$ cat config.mk
export PLATFORM = sky130hd
export DESIGN_NAME = cla_chunk_sequencer
export DESIGN_NICKNAME = d
export VERILOG_FILES = /design/src/rtl/cla_chunk_sequencer_pkg.sv /design/src/rtl/cla_chunk_sequencer_slice.sv /design/src/rtl/cla_chunk_sequencer.sv
export SDC_FILE = /design/constraint.sdc
export NUM_CORES = 1
export LEC_CHECK = 0
export BUFFER_PORTS_ARGS = -buffer_cell sky130_fd_sc_hd__buf_2
export CELL_PAD_IN_SITES_DETAIL_PLACEMENT = 1
export CELL_PAD_IN_SITES_GLOBAL_PLACEMENT = 1
export CORE_MARGIN = 2
export CORE_UTILIZATION = 43
export DETAILED_ROUTE_END_ITERATION = 7
export HOLD_SLACK_MARGIN = 0.12
export PLACE_DENSITY_LB_ADDON = 0.1
export SYNTH_ARGS = -nofsm -noshare
export SYNTH_HDL_FRONTEND = slang
export SYNTH_SLANG_ARGS = --single-unit
$ cat constraint.sdc
create_clock -name clk -period 2 [get_ports clk]
set_clock_uncertainty 0.2 [all_clocks]
set_input_delay 0.2 -clock clk [delete_from_list [all_inputs] [get_ports clk]]
set_output_delay 0.2 -clock clk [all_outputs]
set_load 0.01 [all_outputs]
$ cat src/rtl/cla_chunk_sequencer_pkg.sv
// Shared definitions for the chunked carry-lookahead adder sequencer.
package cla_seq_pkg;

  localparam int unsigned CHUNK_W = 4;

  typedef enum logic [1:0] {
    IDLE,
    RUN,
    DONE
  } state_e;

  // Number of CHUNK_W-bit slice steps needed for a WIDTH-bit operand.
  function automatic int unsigned nchunk(input int unsigned width);
    return width / CHUNK_W;
  endfunction

endpackage

$ cat src/rtl/cla_chunk_sequencer_slice.sv
// Existing 4-bit carry-lookahead adder slice.
module fourbitcla_claudelow (
  input  logic [3:0] a,
  input  logic [3:0] b,
  input  logic       cin,
  output logic [3:0] sum,
  output logic       cout
);

  logic [3:0] g;
  logic [3:0] p;
  logic [4:0] c;

  // Generate/propagate terms and flattened lookahead carries.
  always_comb begin
    g    = a & b;
    p    = a ^ b;
    c[0] = cin;
    c[1] = g[0] | (p[0] & cin);
    c[2] = g[1] | (p[1] & g[0]) | (p[1] & p[0] & cin);
    c[3] = g[2] | (p[2] & g[1]) | (p[2] & p[1] & g[0])
         | (p[2] & p[1] & p[0] & cin);
    c[4] = g[3] | (p[3] & g[2]) | (p[3] & p[2] & g[1])
         | (p[3] & p[2] & p[1] & g[0]) | (p[3] & p[2] & p[1] & p[0] & cin);
    sum  = p ^ c[3:0];
    cout = c[4];
  end

endmodule

$ cat src/rtl/cla_chunk_sequencer.sv
// Wide adder that reuses one 4-bit CLA slice over WIDTH/4 cycles,
// least significant nibble first, with valid/ready request and response.
module cla_chunk_sequencer
  import cla_seq_pkg::*;
#(
  parameter int unsigned WIDTH = 16
) (
  input  logic             clk,
  input  logic             rst_n,
  input  logic             in_valid,
  output logic             in_ready,
  input  logic [WIDTH-1:0] a,
  input  logic [WIDTH-1:0] b,
  input  logic             cin,
  output logic             out_valid,
  input  logic             out_ready,
  output logic [WIDTH-1:0] sum,
  output logic             cout,
  output logic             busy
);

  localparam int unsigned NCHUNK = nchunk(WIDTH);
  localparam int unsigned IDX_W  = $clog2(NCHUNK) + 1;

  if ((WIDTH % CHUNK_W) != 0 || WIDTH < CHUNK_W) begin : g_bad_width
    $error("cla_chunk_sequencer: WIDTH must be a multiple of 4 and >= 4");
  end

  state_e             state_q;
  logic [WIDTH-1:0]   a_q;
  logic [WIDTH-1:0]   b_q;
  logic [WIDTH-1:0]   res_q;
  logic [WIDTH-1:0]   res_d;
  logic [WIDTH-1:0]   sum_q;
  logic               carry_q;
  logic               cout_q;
  logic [IDX_W-1:0]   idx_q;
  logic [CHUNK_W-1:0] slice_sum;
  logic               slice_cout;

  fourbitcla_claudelow u_slice (
    .a    (a_q[CHUNK_W-1:0]),
    .b    (b_q[CHUNK_W-1:0]),
    .cin  (carry_q),
    .sum  (slice_sum),
    .cout (slice_cout)
  );

  // Result register shifts right by one nibble, new slice nibble enters at the top.
  if (WIDTH == CHUNK_W) begin : g_res_single
    always_comb res_d = slice_sum;
  end else begin : g_res_multi
    always_comb res_d = {slice_sum, res_q[WIDTH-1:CHUNK_W]};
  end

  // Control FSM, operand/result shift registers, carry and chunk counter.
  always_ff @(posedge clk or negedge rst_n) begin
    if (!rst_n) begin
      state_q <= IDLE;
      a_q     <= '0;
      b_q     <= '0;
      res_q   <= '0;
      sum_q   <= '0;
      carry_q <= 1'b0;
      cout_q  <= 1'b0;
      idx_q   <= '0;
    end else begin
      case (state_q)
        IDLE: begin
          if (in_valid) begin
            a_q     <= a;
            b_q     <= b;
            carry_q <= cin;
            idx_q   <= '0;
            res_q   <= '0;
            state_q <= RUN;
          end
        end
        RUN: begin
          a_q     <= a_q >> CHUNK_W;
          b_q     <= b_q >> CHUNK_W;
          carry_q <= slice_cout;
          res_q   <= res_d;
          idx_q   <= idx_q + IDX_W'(1);
          if (idx_q == IDX_W'(NCHUNK - 1)) begin
            sum_q   <= res_d;
            cout_q  <= slice_cout;
            state_q <= DONE;
          end
        end
        DONE: begin
          if (out_ready) begin
            state_q <= IDLE;
          end
        end
        default: state_q <= IDLE;
      endcase
    end
  end

  assign in_ready  = (state_q == IDLE);
  assign out_valid = (state_q == DONE);
  assign busy      = (state_q != IDLE);
  assign sum       = sum_q;
  assign cout      = cout_q;

endmodule

==> results by group <==
Min path
  – Worst Hold Depth: 4
  – Hold path startpoint: a[9]
  – Hold Crit Class: in2reg
  – Min-Delay Endpoint: a_q[9]$_DFFE_PN0P_

Synthesis
  – Synth Area in Adders: 3.03%
  – Netlist cell types: 31
  – Syn Inst Count: 288
  – Yosys warns: 0
  – Synth top area share: 53.4%
  – Area leader, netlist: dfrtp_1
  – Seq/Total Area, Yosys: 53.4%
  – Syn Area/Cell: 10.9 um2
  – Synthesized net count: 332
  – Synthesized area: 3140 um2
  – XOR/XNOR Fraction of Synth Area: 0.279%
  – Top cells by area, synth: dfrtp_1 53%, o21ai_0 6.5%, mux2_4 6.2%, and3b_1 5.9%, a21oi_1 4.8%
  – Simple-Gate Fraction of Synth Area: 14.7%
  – Yosys reg bits: 67
  – Largest family of logic cells by synthesized area: compound AO/OA/AOI/OAI gates
  – Post-synthesis mux area share: 6.22%
  – Synth Area in Compound Gates: 18.1%

Floorplanning
  – Core Footprint: 7180 um2
  – Die height: 89.4 um
  – Chip width: 89.4 um
  – Starting density of the core: 43.7%
  – Die Area: 8000 um2
  – I/O pin cnt: 57
  – Rows: 31

STA
  – Slew @ Worst Pin: 0.481 ns
  – Fin. max-slew vios: 0
  – Max-slew headroom: 67.9%
  – Final hold slack: 0.121 ns
  – Fin crit share: 94.2%
  – Fin. Hold Viols: 0
  – RSZ-0062 raised after global routing: no
  – Worst setup margin: 0.116 ns
  – Fmax: 531 MHz
  – Final Critical Period: 1.88 ns
  – Setup TNS: 0 ns
  – Finish-stage setup viols: 0

Routing
  – Residual DRC count: 0
  – WL/cell: 16.4 um
  – Drt total wl: 7810 um
  – DRT Pass-1 Iters: 4
  – Antenna viol nets, final: 0
  – Via count: 2452
  – Detailed router's first-iteration violation count: 62
  – Vias/cell: 5.15

Worst setup path
  – Crit path launch type: register
  – Capturing point of the worst reg2reg path: res_q[15]$_DFFE_PN0P_
  – Reg2reg start: a_q[0]$_DFFE_PN0P_
  – Kind of critical path: reg2out
  – Crit path DAT: 1.48 ns
  – R2R depth: 4
  – Top fanout value on the critical path: 35
  – Crit path capture type: output port
  – CP required: 1.60 ns
  – R2r setup slk: 0.13 ns

Finish
  – Layout fillers: 783
  – Commonest non-fill, non-tap cells in the layout: 67 x dfrtp_1, 56 x buf_2, 41 x o21ai_0, 39 x nand2_1
  – Diode count: 0
  – Synth-to-layout area growth: 29.5%
  – Most common cell after layout, fill and taps aside: dfrtp_1
  – Final instance area: 4060 um2
  – Final #Nets: 416
  – Share of cells above drive strength 1: 25.5%

Place
  – Number of port buffers: 56
  – Detailed placer's ending HPWL: 4700 um
  – DP Area: 3500 um2
  – Final GP Congestion: 0.764
  – Place WS: 0.0912 ns

Clock network
  – Clk Latency, worst-skew pair: 0.35 ns
  – CTS max path bufs: 2
  – CTS clk-pin slew, worst paths: 0.07 ns
  – Num CTS Buffers: 9
  – H-tree depth: 3
  – CTS root buf: clkbuf_8
  – CTS tree: done
  – TritonCTS Sinks: 67

GRT
  – All-Layer GR Usage: 20.6%
  – Largest net degree at the start of global routing: 68
  – Gr ovfl total: 0
  – Initial antenna violation count: 0
  – First-pass GRT wire length: 12400 um
  – Vias in the first global route: 2552

Power
  – Total Power Consumption: 5.82 mW
  – Worst VDD drop: 0.000615 V
  – Power Density: 1430 nW/um2
  – Leakage: 2.06 nW

Run
  – Max-cap viol count: 0

Status
  – Status: completed
-- area by class of cell --
type                    count  area (um2)  area share [%]
flip-flops and latches     67        1680            41.3
multi-input cells         197        1350            33.1
repair buffers             94         666            16.4
clock buffers               9         124            3.05
well taps                  99         124            3.05
clock inverters             7         116            2.86
inverters                   3        11.3           0.277
-- registers in the layout, indices dropped and copies added, names as in the netlist --
signal	cells
cout	1
carry_q	1
state_q	2
a_q	16
idx_q	3
b_q	16
res_q	12
sum	16
-- worst max-delay path by stage --
stage                      startpoint               endpoint  depth (start not counted)
4_1_cts          idx_q[0]$_DFFE_PN0P_    sum[15]$_DFFE_PN0P_                          5
3_5_place_dp     idx_q[0]$_DFFE_PN0P_    sum[15]$_DFFE_PN0P_                          5
2_1_floorplan      a_q[0]$_DFFE_PN0P_  res_q[15]$_DFFE_PN0P_                          4
5_1_grt            a_q[0]$_DFFE_PN0P_  res_q[15]$_DFFE_PN0P_                          4
3_3_place_gp       a_q[0]$_DFFE_PN0P_  res_q[15]$_DFFE_PN0P_                          4
6_report       state_q[1]$_DFFE_PN0P_              out_valid                          4
-- power by group --
group	internal, mW	leakage, nW	switching, mW
logic	1.04	1.06	1.17
registers	1.88	0.877	0.355
clock network	0.826	0.119	0.542
total	3.75	2.06	2.07
-- worst max-delay path, stage by stage (launching register included) --
cell      delay (ns)
dfrtp_1         0.45
buf_4           0.36
nand2b_1        0.13
inv_1           0.08
buf_2           0.12
-- kinds of logic after synthesis --
logic type               count (synthesis)
AND/OR/NAND/NOR                         79
AO/OA/AOI/OAI                           96
buffers and inverters                   25
adder cells (fa/ha/maj)                  7
multiplexers                            13
XOR/XNOR                                 1
flip-flops                              67
-- per-layer routing --
metal | global-route usage [%] | routed length (um) | share of wire, % | vias to the layer above
li1 | - | - | - | 1189
met1 | 26.2 | 3610 | 46 | 1196
met2 | 34.6 | 3770 | 48 | 51
met3 | 4.06 | 228 | 2.9 | 16
met4 | 8.28 | 201 | 2.6 | 0
met5 | 0 | 0 | 0 | -
-- synthesized netlist by cell type, drive strengths merged --
| cell type | instances |
|---|---|
| a221oi | 1 |
| o21bai | 1 |
| nand2b | 2 |
| a22oi | 4 |
| inv | 3 |
| and3 | 1 |
| mux2 | 13 |
| nor2b | 6 |
| and3b | 21 |
| a21o | 2 |
| a22o | 10 |
| a21oi | 30 |
| nand2 | 39 |
| a32oi | 1 |
| o31ai | 2 |
| dfrtp | 67 |
| and2 | 1 |
| xnor2 | 1 |
| o21ai | 41 |
| fa | 1 |
| a32o | 1 |
| and2b | 5 |
| nor2 | 3 |
| ha | 6 |
| nand3b | 1 |
| a211oi | 2 |
| clkbuf | 8 |
| buf | 14 |
| a41o | 1 |
-- per-stage QoR --
stage	utilization, %	instances
2_1_floorplan	-	288
3_3_place_gp	48.8	429
5_1_grt	56.6	476
6_report	56.6	476
4_1_cts	56.4	475
3_5_place_dp	48.8	429
-- timing repair --
item,in CTS,in global routing
endpoints found under the setup margin,0,3
hold buffers,30,0
buffers inserted,0,0
hold endpoints to repair,96,0
resized for setup,0,1
No activity file was read; power rests on OpenSTA's default activity.
